**src/rtl/qbu_tx_mux.sv**
```systemverilog
// Transmit-side merge of the Qbu MAC: arbitrates Verify, Respond, express and
// preemptable-fragment AXIS sources onto one stream toward the SMD/CRC framer.
module qbu_tx_mux #(
    parameter int unsigned DWIDTH     = 8,
    parameter int unsigned IFG_CYCLES = 4
) (
    input  logic                  i_clk,
    input  logic                  i_rst,

    input  logic [DWIDTH-1:0]     i_Emac_tx_axis_data,
    input  logic [15:0]           i_Emac_tx_axis_user,
    input  logic [DWIDTH/8-1:0]   i_Emac_tx_axis_keep,
    input  logic                  i_Emac_tx_axis_last,
    input  logic                  i_Emac_tx_axis_valid,
    output logic                  o_Emac_tx_axis_ready,

    input  logic [DWIDTH-1:0]     i_Pmac_tx_axis_data,
    input  logic [15:0]           i_Pmac_tx_axis_user,
    input  logic [DWIDTH/8-1:0]   i_Pmac_tx_axis_keep,
    input  logic                  i_Pmac_tx_axis_last,
    input  logic                  i_Pmac_tx_axis_valid,
    output logic                  o_Pmac_tx_axis_ready,

    input  logic [DWIDTH-1:0]     i_R_tx_axis_data,
    input  logic [15:0]           i_R_tx_axis_user,
    input  logic [DWIDTH/8-1:0]   i_R_tx_axis_keep,
    input  logic                  i_R_tx_axis_last,
    input  logic                  i_R_tx_axis_valid,
    output logic                  o_R_tx_axis_ready,

    input  logic [DWIDTH-1:0]     i_V_tx_axis_data,
    input  logic [15:0]           i_V_tx_axis_user,
    input  logic [DWIDTH/8-1:0]   i_V_tx_axis_keep,
    input  logic                  i_V_tx_axis_last,
    input  logic                  i_V_tx_axis_valid,
    output logic                  o_V_tx_axis_ready,

    output logic [DWIDTH-1:0]     o_Sgram_tx_axis_data,
    output logic [15:0]           o_Sgram_tx_axis_user,
    output logic [DWIDTH/8-1:0]   o_Sgram_tx_axis_keep,
    output logic                  o_Sgram_tx_axis_last,
    output logic                  o_Sgram_tx_axis_valid,
    input  logic                  i_Sgram_tx_axis_ready
);

    localparam int unsigned KW = DWIDTH / 8;
    localparam int unsigned CW = (IFG_CYCLES > 1) ? $clog2(IFG_CYCLES) : 1;

    localparam logic [7:0] SMD_E = 8'hD5;
    localparam logic [7:0] SMD_R = 8'h19;
    localparam logic [7:0] SMD_V = 8'h07;

    typedef enum logic [2:0] {
        IDLE,
        GNT_V,
        GNT_R,
        GNT_E,
        GNT_P,
        GAP
    } state_t;

    state_t            state;
    logic [CW-1:0]     gap_cnt;

    logic [DWIDTH-1:0] sel_data;
    logic [KW-1:0]     sel_keep;
    logic [15:0]       sel_user;
    logic              sel_last;
    logic              sel_valid;
    logic              gnt_ready;
    logic              load;

    // Only the preemptable source carries framing info in its user word.
    logic              unused_user;
    assign unused_user = ^{i_Emac_tx_axis_user, i_R_tx_axis_user, i_V_tx_axis_user,
                           i_Pmac_tx_axis_user[15], i_Pmac_tx_axis_user[2:0]};

    assign gnt_ready = !o_Sgram_tx_axis_valid || i_Sgram_tx_axis_ready;

    assign o_V_tx_axis_ready    = (state == GNT_V) && gnt_ready;
    assign o_R_tx_axis_ready    = (state == GNT_R) && gnt_ready;
    assign o_Emac_tx_axis_ready = (state == GNT_E) && gnt_ready;
    assign o_Pmac_tx_axis_ready = (state == GNT_P) && gnt_ready;

    // Granted-source mux and user-word construction.
    always_comb begin
        sel_data  = '0;
        sel_keep  = '0;
        sel_user  = '0;
        sel_last  = 1'b0;
        sel_valid = 1'b0;
        case (state)
            GNT_V: begin
                sel_data  = i_V_tx_axis_data;
                sel_keep  = i_V_tx_axis_keep;
                sel_last  = i_V_tx_axis_last;
                sel_valid = i_V_tx_axis_valid;
                sel_user  = {1'b1, SMD_V, 2'b00, 2'b01, 1'b0, 2'b00};
            end
            GNT_R: begin
                sel_data  = i_R_tx_axis_data;
                sel_keep  = i_R_tx_axis_keep;
                sel_last  = i_R_tx_axis_last;
                sel_valid = i_R_tx_axis_valid;
                sel_user  = {1'b1, SMD_R, 2'b00, 2'b01, 1'b0, 2'b00};
            end
            GNT_E: begin
                sel_data  = i_Emac_tx_axis_data;
                sel_keep  = i_Emac_tx_axis_keep;
                sel_last  = i_Emac_tx_axis_last;
                sel_valid = i_Emac_tx_axis_valid;
                sel_user  = {1'b1, SMD_E, 2'b00, 2'b01, 1'b0, 2'b00};
            end
            GNT_P: begin
                sel_data  = i_Pmac_tx_axis_data;
                sel_keep  = i_Pmac_tx_axis_keep;
                sel_last  = i_Pmac_tx_axis_last;
                sel_valid = i_Pmac_tx_axis_valid;
                sel_user  = {1'b1, i_Pmac_tx_axis_user[14:7], i_Pmac_tx_axis_user[6:5],
                             i_Pmac_tx_axis_user[4:3], 1'b1, 2'b00};
            end
            default: ;
        endcase
    end

    assign load = sel_valid && gnt_ready;

    // Arbitration FSM and output register slice.
    always_ff @(posedge i_clk) begin
        if (i_rst) begin
            state                 <= IDLE;
            gap_cnt               <= '0;
            o_Sgram_tx_axis_data  <= '0;
            o_Sgram_tx_axis_user  <= '0;
            o_Sgram_tx_axis_keep  <= '0;
            o_Sgram_tx_axis_last  <= 1'b0;
            o_Sgram_tx_axis_valid <= 1'b0;
        end else begin
            case (state)
                IDLE: begin
                    if (i_V_tx_axis_valid)         state <= GNT_V;
                    else if (i_R_tx_axis_valid)    state <= GNT_R;
                    else if (i_Emac_tx_axis_valid) state <= GNT_E;
                    else if (i_Pmac_tx_axis_valid) state <= GNT_P;
                end
                GNT_V, GNT_R, GNT_E, GNT_P: begin
                    if (load && sel_last) begin
                        gap_cnt <= '0;
                        state   <= (IFG_CYCLES > 0) ? GAP : IDLE;
                    end
                end
                GAP: begin
                    gap_cnt <= gap_cnt + 1'b1;
                    if (gap_cnt == CW'(IFG_CYCLES - 1)) state <= IDLE;
                end
                default: state <= IDLE;
            endcase

            // Stalled beats hold; a drained register reads back as all zero.
            if (load) begin
                o_Sgram_tx_axis_data  <= sel_data;
                o_Sgram_tx_axis_user  <= sel_user;
                o_Sgram_tx_axis_keep  <= sel_keep;
                o_Sgram_tx_axis_last  <= sel_last;
                o_Sgram_tx_axis_valid <= 1'b1;
            end else if (i_Sgram_tx_axis_ready) begin
                o_Sgram_tx_axis_data  <= '0;
                o_Sgram_tx_axis_user  <= '0;
                o_Sgram_tx_axis_keep  <= '0;
                o_Sgram_tx_axis_last  <= 1'b0;
                o_Sgram_tx_axis_valid <= 1'b0;
            end
        end
    end

endmodule

```
**config.mk**
```make
export PLATFORM = sky130hd
export DESIGN_NAME = qbu_tx_mux
export DESIGN_NICKNAME = d
export VERILOG_FILES = /design/src/rtl/qbu_tx_mux.sv
export SDC_FILE = /design/constraint.sdc
export NUM_CORES = 1
export LEC_CHECK = 0
export ABC_AREA = 1
export ABC_CLOCK_PERIOD_IN_PS = 2100
export BUFFER_PORTS_ARGS = -buffer_cell sky130_fd_sc_hd__buf_2
export CORE_MARGIN = 10
export CORE_UTILIZATION = 40
export DETAILED_ROUTE_END_ITERATION = 6
export PLACE_DENSITY = 0.76
export SLEW_MARGIN = 10
export SYNTH_ARGS = -nofsm -noshare
export SYNTH_HDL_FRONTEND = slang
export SYNTH_SLANG_ARGS = --single-unit
export TNS_END_PERCENT = 100
```
**constraint.sdc**
```tcl
create_clock -name i_clk -period 2.1 [get_ports i_clk]
set_input_delay 0.315 -clock i_clk [delete_from_list [all_inputs] [get_ports i_clk]]
set_output_delay 0.315 -clock i_clk [all_outputs]
set_load 0.02 [all_outputs]
```
Yosys cells after proc, flatten, opt, wreduce, memory -nomap -nowiden
Index checks and enable logic that the tools add are counted.
{ "op_classes": {"reduce_logical": 14, "mux": 22, "eq_ne": 9, "addsub": 1} }
{ "op_table": {"columns": ["cell", "count"], "rows": [
  ["case mux 16 bit (4 select lines)", 1],
  ["two-way mux 16 bit", 2],
  ["case mux 8 bit (4 select lines)", 1],
  ["two-way mux 3 bit", 6],
  ["two-way mux 8 bit", 2],
  ["case mux 1 bit (4 select lines)", 3],
  ["case mux 3 bit (3 select lines)", 1],
  ["equality test 3 x 2 -> 1 bit (second input constant)", 2],
  ["equality test 3 bit (second input constant)", 2],
  ["logical AND 1 bit", 6],
  ["inequality test 5 bit (second input constant)", 1],
  ["two-way mux 1 bit", 4],
  ["inequality test 2 bit (second input constant)", 2],
  ["case mux 2 bit (2 select lines)", 1],
  ["nonzero test 2 bit", 2],
  ["OR reduction 4 bit", 1],
  ["equality test 3 x 1 -> 1 bit (second input constant)", 1],
  ["logical NOT 3 bit", 1],
  ["AND reduction 3 bit", 1],
  ["adder 2 x 1 -> 2 bit (second input constant)", 1],
  ["equality test 2 bit (second input constant)", 1],
  ["two-way mux 2 bit", 1],
  ["AND reduction 2 bit", 1],
  ["logical NOT 1 bit", 1],
  ["logical OR 1 bit", 1]
]} }
{ "totals": {"input_bits": 111, "regBits": 32, "output_inout_bits": 31} }

Longest topological paths before layout
Gate-level depths: netlist of the first run.
{ "logic_depth": {"ltp_word": 6, "ltp_mapped": 10, "ltp_nobuf": 9} }

Worst setup path after synthesis of the first run
Ideal clock, no wire load.
{ "synth_path": {"path_type": "register to output", "from": "register state[2]", "to": "output port o_R_tx_axis_ready", "arrival_ns": 1.180, "setup_slack_ns": 0.605, "required_time_ns": 1.785, "path_stages_with_launch": 7, "n_path_buf": 1, "cell_sequence": "dfxtp_1 -> buf_6 -> inv_8 -> nand2_1 -> nor2_2 -> inv_1 -> nor2_1"} }
{ "synth_between": {"elab_chain_cells": 2} }
{ "synth_lines": {"columns": ["item", "line", "source"], "rows": [
  ["start: declaration", "62", "state_t state;"],
  ["start signal: assignment", "149", "state <= (IFG_CYCLES > 0) ? GAP : IDLE;"],
  ["equality test 3 x 2 -> 1 bit", "81", "assign o_R_tx_axis_ready = (state == GNT_R) && gnt_ready;"],
  ["logical AND 1 bit", "81", null],
  ["end: declaration", "29", "output logic o_R_tx_axis_ready,"]
]} }
No other way between the ends.

Final worst setup path of the first run
{ "layout_path": {"from": "register state[1]", "to": "output port o_R_tx_axis_ready"} }
The elaborated chain is that of the path after synthesis.

==> impl_metrics.yaml, run 1 <==
status:
  status: "finished, final reports clean"
floorplan:
  core-area_sq_um: 5040
  io_pins: 142
  fp.dieW_microns: 91.7
  die-area_sq_um: 8410
  start_util: 0.408
  num_rows: 26
  chipHeight_microns: 91.7
grt:
  grt_pass1_wl_microns: 9970
  track_usage: 0.141
  antenna_found_initial: 0
  use_met2: 0.229
  gr-max-usage-layer: "met2"
  grt_pass1_vias: 2036
  met3_usage: 0.0554
  grt_max_degree: 26
  grtUsageMet1: 0.177
  gr-total-overflow: 0
place:
  dpl.hpwl_microns: 4620
  dp_cells: 403
  gp_congestion: 0.836
  io_buffers: 87
critical_path:
  crit_start: "state[1]$_SDFFE_PP0P_"
  cpMaxStageDelayCell: "dfxtp_1"
  regToRegEndpoint: "o_Sgram_tx_axis_data[2]$_SDFFE_PP0P_"
  reg2reg_from: "state[1]$_SDFFE_PP0P_"
  cp.arrival_ns: 1.65
  path_cells: "nand2_1, nor2_2, inv_1, nor2_1, buf_2"
  slowest_delay_ns: 0.64
  crit_family: "flip-flops"
  required_ns: 1.78
  worstSetupEndpointType: "output pin"
  path_buf_inv: 2
  ff2ff_path_depth: 7
  critical_path_class: "reg2out"
  crit_fanout: 8
  reg2reg_slack_ns: 0.31
  crit_path_start_kind: "flop"
detailed_routing:
  drt_iter0_drc: 93
  totalWireLength_microns: 6050
  via_per_inst: 4.89
  route.detailed.drc: 0
  first_pass_iters: 4
  drtAntennaViolNets: 0
  via_count: 2011
  routedWlPerCell_microns: 14.7
synthesis:
  synth_top_area_frac: 0.292
  ys_seq_area_frac: 0.292
  syn_area_sq_um: 2060
  syn_inst: 252
  synthFlopType: "dfxtp_1"
  synth_edf_count: 0
  ys_ff_latch: 30
  yosys-top-cells-count: "nand2_1 (57), nand3_2 (31), dfxtp_1 (30)"
  yosysMostFrequentCell: "nand2_1"
  ys_types: 33
  yosysTopAreaCell: "dfxtp_1"
  async_flop_share: 0
  synth-warning-count: 0
  ys_top_cells_by_area: "dfxtp_1 (29%), nand3_2 (15%), nand2_1 (10%)"
  avgSynthCellArea_sq_um: 8.16
clock_tree:
  post_cts_buffers: 0
  path_clk_slew_ns: 0.07
  h-tree-depth: 2
  clock_latency_ns: 0.28
  clock_sinks: 30
  tritoncts: "yes"
  root_buffer: "clkbuf_8"
  cts_made_buffers: 5
  postCtsResizedCells: 0
  cts_hold_buf: 0
  cts_buffer_depth: 2
sta:
  setup-tns-final_ns: 0
  finalHoldViolations: 0
  fmax_mhz: 509
  rsz0062_at_grt: "false"
  post-route-min-period_ns: 1.96
  slew_headroom: 0.658
  worst_slew_pin_slew_ns: 0.513
  min_period_over_period: 0.936
  drv_slew: 0
  skew_ns: 0.0102
  setup_violations: 0
final_layout:
  final_cell_count_no_fill: 411
  drive_gt1_frac: 0.519
  nets: 452
  area_growth_pct: 25.6
  antenna_cells: 0
power_and_ir_drop:
  p_leak_nw: 1.16
  p_per_area_nw_per_um2: 958
  vdd_drop_max_mv: 0.533
worst_hold_path:
  hold_path.class: "in2reg"
  hold_end: "o_Sgram_tx_axis_user[4]$_SDFFE_PP0P_"
  hold_path_depth: 3
  holdCritStartpoint: "i_Pmac_tx_axis_user[4]"
flow_run:
  maxCapViolations: 0
-- power breakdown --
part / switching (mW) / total (mW) / internal, mW / leakage [nW]
Sequential: 0.0894 / 0.741 / 0.652 / 0.243
Combinational: 0.832 / 1.25 / 0.421 / 0.865
Clock: 0.215 / 0.479 / 0.264 / 0.0482
Total: 1.14 / 2.47 / 1.34 / 1.16
-- worst register-to-register path, delay by kind of cell, from the launching register on --
| family | cells | cell delay [ns] |
|---|---|---|
| buffers and inverters | 1 | 0.07 |
| and+or+nand+nor | 4 | 0.75 |
| AOI/OAI and AO/OA | 2 | 0.21 |
| DFF | 1 | 0.64 |
-- placed cells by master (no fill, tap or decap) --
cell and n:
buf_2 87, conb_1 2, nand3_4 1, nand3_1 23
clkbuf_8 6, nor3_4 1, inv_8 1, nor2_1 10
clkinv_2 2, nand2_2 1, clkinv_1 1, nand2_8 2
o211ai_1 2, a21oi_2 24, inv_4 1, inv_1 12
nor2_2 2, a21oi_1 4, clkbuf_1 1, o21ai_2 1
buf_4 10, dfxtp_1 30, nand2_1 57, inv_2 5
a21o_1 1, nor2_8 1, nand2_4 1, o21ai_0 4
nand3_2 31, nand4_1 15, or2_1 1, ha_1 1
-- registers in the layout, indices dropped and copies added (netlist names) --
register,cells
gap_cnt,2
o_Sgram_tx_axis_data,8
o_Sgram_tx_axis_keep,1
o_Sgram_tx_axis_last,1
o_Sgram_tx_axis_user,14
o_Sgram_tx_axis_valid,1
state,3
-- layout make-up --
class / instances / area (sq um)
Multi-Input combinational cell: 185 / 1200
Clock buffer: 7 / 86.3
Tap cell: 70 / 87.6
Clock inverter: 1 / 5.00
Timing Repair Buffer: 97 / 510
Sequential cell: 30 / 601
Inverter: 21 / 90.1
Fill cell: 514 / 2460
-- cell families (layout without fill, tap and decap cells) --
| group | Yosys count | count (layout) | synth area share |
|---|---|---|---|
| fa+ha+maj | 1 | 1 | 0.00609 |
| flops | 30 | 30 | 0.292 |
| compound gates | 36 | 36 | 0.137 |
| buf+inv | 38 | 126 | 0.125 |
| other cells | 1 | 2 | 0.00182 |
| simple gates | 146 | 146 | 0.438 |
-- worst max-delay path by stage --
stage                                           endpoint  cells past startpoint
floorplan                              o_R_tx_axis_ready                      6
global placement    o_Sgram_tx_axis_data[0]$_SDFFE_PP0P_                      7
detailed placement  o_Sgram_tx_axis_data[0]$_SDFFE_PP0P_                      7
CTS                                    o_R_tx_axis_ready                      5
global route                           o_R_tx_axis_ready                      5
finish                                 o_R_tx_axis_ready                      5
-- routing by layer --
metal,part of all wire,vias to the layer above,routed length [microns]
met5,0,-,0
met4,0.0012,0,7
met3,0.080,2,486
met2,0.46,68,2760
met1,0.46,911,2800
li1,-,1030,-
-- through the flow --
stage / cell area, sq um / hold WS (ns) / utilization / worst slack, ns / total power, mW
4_1_cts: 2580 / 0.293 / 0.512 / 0.139 / 2.49
2_1_floorplan: 2060 / 0.433 / - / 0.605 / 1.81
3_3_place_gp: 2490 / 0.447 / 0.494 / 0.333 / 2.00
3_5_place_dp: 2490 / 0.453 / 0.494 / 0.336 / 2.01
6_report: 2580 / 0.297 / 0.512 / 0.135 / 2.47
5_1_grt: 2580 / 0.292 / 0.512 / 0.0298 / 2.65
Power figures use the tool's default switching activity.
==> inputs of run 2 (changes only) <==
--- a/constraint.sdc
+++ b/constraint.sdc
@@ -3,2 +3,2 @@
 set_output_delay 0.315 -clock i_clk [all_outputs]
-set_load 0.02 [all_outputs]
+set_load 0.1 [all_outputs]
==> impl_metrics.yaml, run 2 (synthesis gave the netlist of run 1 again) <==
floorplan:
  fp.dieW_microns: 91.7
  io_pins: 142
  core-area_sq_um: 5040
  die-area_sq_um: 8410
  start_util: 0.408
  num_rows: 26
  chipHeight_microns: 91.7
detailed_routing:
  route.detailed.drc: 0
  via_count: 1996
  totalWireLength_microns: 6040
  drtAntennaViolNets: 0
  first_pass_iters: 5
  drt_iter0_drc: 131
  via_per_inst: 4.90
  routedWlPerCell_microns: 14.8
critical_path:
  slowest_delay_ns: 0.53
  reg2reg_from: "state[1]$_SDFFE_PP0P_"
  reg2reg_slack_ns: 0.27
  critical_path_class: "reg2out"
  ff2ff_path_depth: 8
  crit_start: "state[1]$_SDFFE_PP0P_"
  cp-endpoint: "o_Emac_tx_axis_ready"
  required_ns: 1.78
  worstSetupEndpointType: "output pin"
  path_cells: "buf_4, nand3_4, nor2_2, buf_2"
  cpMaxStageDelayCell: "dfxtp_1"
  crit_fanout: 5
  regToRegEndpoint: "o_Sgram_tx_axis_data[1]$_SDFFE_PP0P_"
  cp.arrival_ns: 1.69
  crit_path_start_kind: "flop"
sta:
  fmax_mhz: 500
  slew_headroom: 0.611
  finalHoldViolations: 0
  rsz0062_at_grt: "false"
  skew_ns: 0.00508
  drv_slew: 0
  min_period_over_period: 0.952
  setup-tns-final_ns: 0
  setup_violations: 0
  worst_slew_pin_slew_ns: 0.584
  post-route-min-period_ns: 2.00
final_layout:
  largest_reg_flops: 14
  mostFrequentLayoutCell: "buf_2"
  regMostFlops: "o_Sgram_tx_axis_user"
  final_area_sq_um: 2640
  area_growth_pct: 28.3
  reg.largest.list: "o_Sgram_tx_axis_user: 14 flops, o_Sgram_tx_axis_data: 8 flops, state: 3 flops"
  nets: 448
  drive_gt1_frac: 0.528
  antenna_cells: 0
  post-route-util: 0.523
  final_cell_mix: "buf_2 (84), nand2_1 (57), nand3_2 (31), dfxtp_1 (29), a21oi_2 (24)"
place:
  io_buffers: 87
  dpl_cell_area_sq_um: 2490
  dpl.hpwl_microns: 4710
  gp_congestion: 0.816
clock_tree:
  path_clk_slew_ns: 0.06
  root_buffer: "clkbuf_8"
  post_cts_buffers: 0
  clock_latency_ns: 0.28
  clock_sinks: 30
  tritoncts: "yes"
  cts_buffer_depth: 2
  cts_made_buffers: 5
  h-tree-depth: 2
grt:
  gr-total-overflow: 0
  grt_pass1_wl_microns: 10200
  antenna_found_initial: 0
  track_usage: 0.145
  grt_pass1_vias: 2259
  grt_max_degree: 26
worst_hold_path:
  hold_path.class: "in2reg"
  holdCritStartpoint: "i_Pmac_tx_axis_user[4]"
power_and_ir_drop:
  clockPowerShare: 0.227
  p_int_mw: 1.59
  p_switching_mw: 1.64
  combPwrFrac: 0.536
  p_seq_frac: 0.237
  swShare: 0.508
  p_leak_nw: 1.16
  power_mw: 3.23
  vdd_drop_max_mv: 0.465
  p_per_area_nw_per_um2: 1220
flow_run:
  maxCapViolations: 0
status:
  status: "finished, final reports clean"
run 2: worst max-delay path, delay by kind of cell (launching register included):
family | cells | cell delay [ns]
flops | 1 | 0.53
simple gates | 2 | 0.22
buf+inv | 2 | 0.66
run 2: area by class of cell:
type / instances / area, sq um
Multi-Input combinational cell: 185 / 1210
Clock inverter: 2 / 60.1
Sequential cell: 30 / 602
Clock buffer: 6 / 82.6
Timing Repair Buffer: 93 / 500
Inverter: 21 / 90.1
Fill cell: 479 / 2400
Tap cell: 70 / 87.6
run 2: how the worst min path moves through the flow:
stage                                      endpoint  cells after the start
2_1_floorplan               gap_cnt[0]$_SDFFE_PP0P_                      1
3_3_place_gp                gap_cnt[0]$_SDFFE_PP0P_                      1
3_5_place_dp                gap_cnt[0]$_SDFFE_PP0P_                      1
4_1_cts        o_Sgram_tx_axis_user[4]$_SDFFE_PP0P_                      3
5_1_grt        o_Sgram_tx_axis_user[4]$_SDFFE_PP0P_                      3
6_report       o_Sgram_tx_axis_user[4]$_SDFFE_PP0P_                      3
run 2: per-stage QoR:
step,std cells,setup WS (ns),hold WS (ns)
after CTS,407,0.0111,0.284
after global placement,399,0.292,0.451
after floorplan,253,-0.0758,0.433
final,407,0.100,0.296
after global routing,407,0.0172,0.287
after detailed placement,399,0.261,0.460
run 2: layer usage:
metal	wire length (microns)	GRT usage	vias up
met4	54	0.0540	0
met2	2900	0.243	89
met3	550	0.0619	6
met1	2530	0.161	884
met5	0	0	-
li1	-	-	1017
run 2: power groups by stage:
| stage | registers (mW) | logic, mW | clock network [mW] |
|---|---|---|---|
| 6_report | 0.764 | 1.73 | 0.733 |
| 5_1_grt | 0.775 | 1.85 | 0.776 |
| 4_1_cts | 0.762 | 1.74 | 0.746 |
| 3_5_place_dp | 0.775 | 1.74 | 0 |
| 3_3_place_gp | 0.772 | 1.72 | 0 |
| 2_1_floorplan | 1.14 | 1.17 | 0 |
run 2: repair_timing:
action                     CTS  global route
gates resized for setup      0             3
setup endpoints to repair    0             2
hold buffers                 0             0
==> inputs of run 3 (changes only) <==
- ABC_CLOCK_PERIOD_IN_PS: 2100 -> 2500
- clock period: 2.1 -> 2.5 ns (I/O delays scaled with it)
==> impl_metrics.yaml, run 3 (synthesis gave the netlist of run 1 again) <==
critical_path:
  ff2ff_path_depth: 7
  cpMaxStageDelayCell: "dfxtp_1"
  crit_path_start_kind: "flop"
  crit_fanout: 9
  slowest_delay_ns: 0.69
  cp.arrival_ns: 1.88
  reg2reg_slack_ns: 0.65
  path_cells: "nand2_1, nor2_2, inv_1, nor2_1, buf_2"
  cp-endpoint: "o_R_tx_axis_ready"
  worstSetupEndpointType: "output pin"
  required_ns: 2.12
  critical_path_class: "reg2out"
  reg2reg_from: "state[1]$_SDFFE_PP0P_"
  crit_start: "state[1]$_SDFFE_PP0P_"
  regToRegEndpoint: "o_Sgram_tx_axis_data[0]$_SDFFE_PP0P_"
final_layout:
  drive_gt1_frac: 0.515
  final_cell_mix: "buf_2 (86), nand2_1 (57), nand3_2 (31), dfxtp_1 (30), a21oi_2 (24)"
  post-route-util: 0.511
  mostFrequentLayoutCell: "buf_2"
  area_growth_pct: 25.4
  antenna_cells: 0
  nets: 447
  regMostFlops: "o_Sgram_tx_axis_user"
  largest_reg_flops: 14
  reg.largest.list: "o_Sgram_tx_axis_user: 14 flops, o_Sgram_tx_axis_data: 8 flops, state: 3 flops"
  fillers: 511
  final_area_sq_um: 2580
power_and_ir_drop:
  power_mw: 2.53
  vdd_drop_max_mv: 0.576
  p_per_area_nw_per_um2: 982
  p_leak_nw: 1.14
clock_tree:
  cts_hold_buf: 0
  clock_latency_ns: 0.28
  tritoncts: "yes"
  cts_made_buffers: 5
  root_buffer: "clkbuf_8"
  clock_sinks: 30
  cts_buffer_depth: 2
  postCtsResizedCells: 0
  post_cts_buffers: 0
  path_clk_slew_ns: 0.06
  h-tree-depth: 2
detailed_routing:
  routedWlPerCell_microns: 14.8
  via_count: 2036
  totalWireLength_microns: 6030
  drt_iter0_drc: 78
  first_pass_iters: 4
  route.detailed.drc: 0
  via_per_inst: 5.01
  drtAntennaViolNets: 0
place:
  io_buffers: 87
  place_ws_ns: 0.533
  dpl_cell_area_sq_um: 2470
  gp_congestion: 0.868
  dpl.hpwl_microns: 4670
grt:
  antenna_found_initial: 0
  grt_pass1_vias: 2126
  gr-total-overflow: 0
  track_usage: 0.142
  grt_max_degree: 26
  grt_pass1_wl_microns: 10000
floorplan:
  io_pins: 142
  die-area_sq_um: 8410
  fp.dieW_microns: 91.7
  core-area_sq_um: 5040
  start_util: 0.408
  num_rows: 26
  chipHeight_microns: 91.7
sta:
  finalHoldViolations: 0
  min_period_over_period: 0.903
  setup_violations: 0
  worst_slack_ns: 0.242
  skew_ns: 0.00454
  setup-tns-final_ns: 0
  rsz0062_at_grt: "false"
  post-route-min-period_ns: 2.26
  drv_slew: 0
  worst_slew_pin_slew_ns: 0.582
  fmax_mhz: 443
  slew_headroom: 0.611
worst_hold_path:
  hold_path.class: "in2reg"
  hold_path_depth: 3
status:
  status: "finished, final reports clean"
flow_run:
  maxCapViolations: 0
[run 3: cell count changes in the layout (fill, tap and decap cells not counted), sizes merged]
| cell | delta |
|---|---|
| buf | +1 |
| bufinv | -2 |
[run 3: final cells by class]
cell class              count  area [sq um]  area share
clock buffers               8           110      0.0427
multi-input cells         185          1200       0.466
repair buffers             92           488       0.189
inverters                  21          90.1      0.0349
well taps                  70          87.6      0.0340
flip-flops and latches     30           601       0.233
[run 3: stage by stage]
stage / cells / hold WS, ns
5_1_grt: 406 / 0.347
3_3_place_gp: 398 / 0.448
3_5_place_dp: 398 / 0.455
2_1_floorplan: 253 / 0.433
4_1_cts: 406 / 0.346
6_report: 406 / 0.355
[run 3: worst max-delay path, delay by kind of cell, from the launching register on]
family | cells | cell delay (ns)
buffers and inverters | 2 | 0.50
AND/OR/NAND/NOR | 3 | 0.40
flip-flops | 1 | 0.69
[run 3: per-layer routing]
layer | part of all wire | up-vias | routed length (microns) | GRT usage
met3 | 0.077 | 8 | 464 | 0.0595
met2 | 0.48 | 61 | 2910 | 0.242
met1 | 0.43 | 951 | 2580 | 0.162
met5 | 0 | - | 0 | 0
met4 | 0.012 | 0 | 74 | 0.0347
li1 | - | 1016 | - | -
[run 3: worst min path at each step]
stage	endpoint	start
6_report	o_Sgram_tx_axis_user[4]$_SDFFE_PP0P_	i_Pmac_tx_axis_user[4]
5_1_grt	o_Sgram_tx_axis_user[4]$_SDFFE_PP0P_	i_Pmac_tx_axis_user[4]
4_1_cts	o_Sgram_tx_axis_user[4]$_SDFFE_PP0P_	i_Pmac_tx_axis_user[4]
3_5_place_dp	gap_cnt[0]$_SDFFE_PP0P_	gap_cnt[0]$_SDFFE_PP0P_
3_3_place_gp	gap_cnt[0]$_SDFFE_PP0P_	gap_cnt[0]$_SDFFE_PP0P_
2_1_floorplan	gap_cnt[0]$_SDFFE_PP0P_	gap_cnt[0]$_SDFFE_PP0P_
[run 3: power by group]
part,switching (mW),internal [mW]
Sequential,0.0992,0.547
Clock,0.184,0.278
Combinational,1.08,0.340
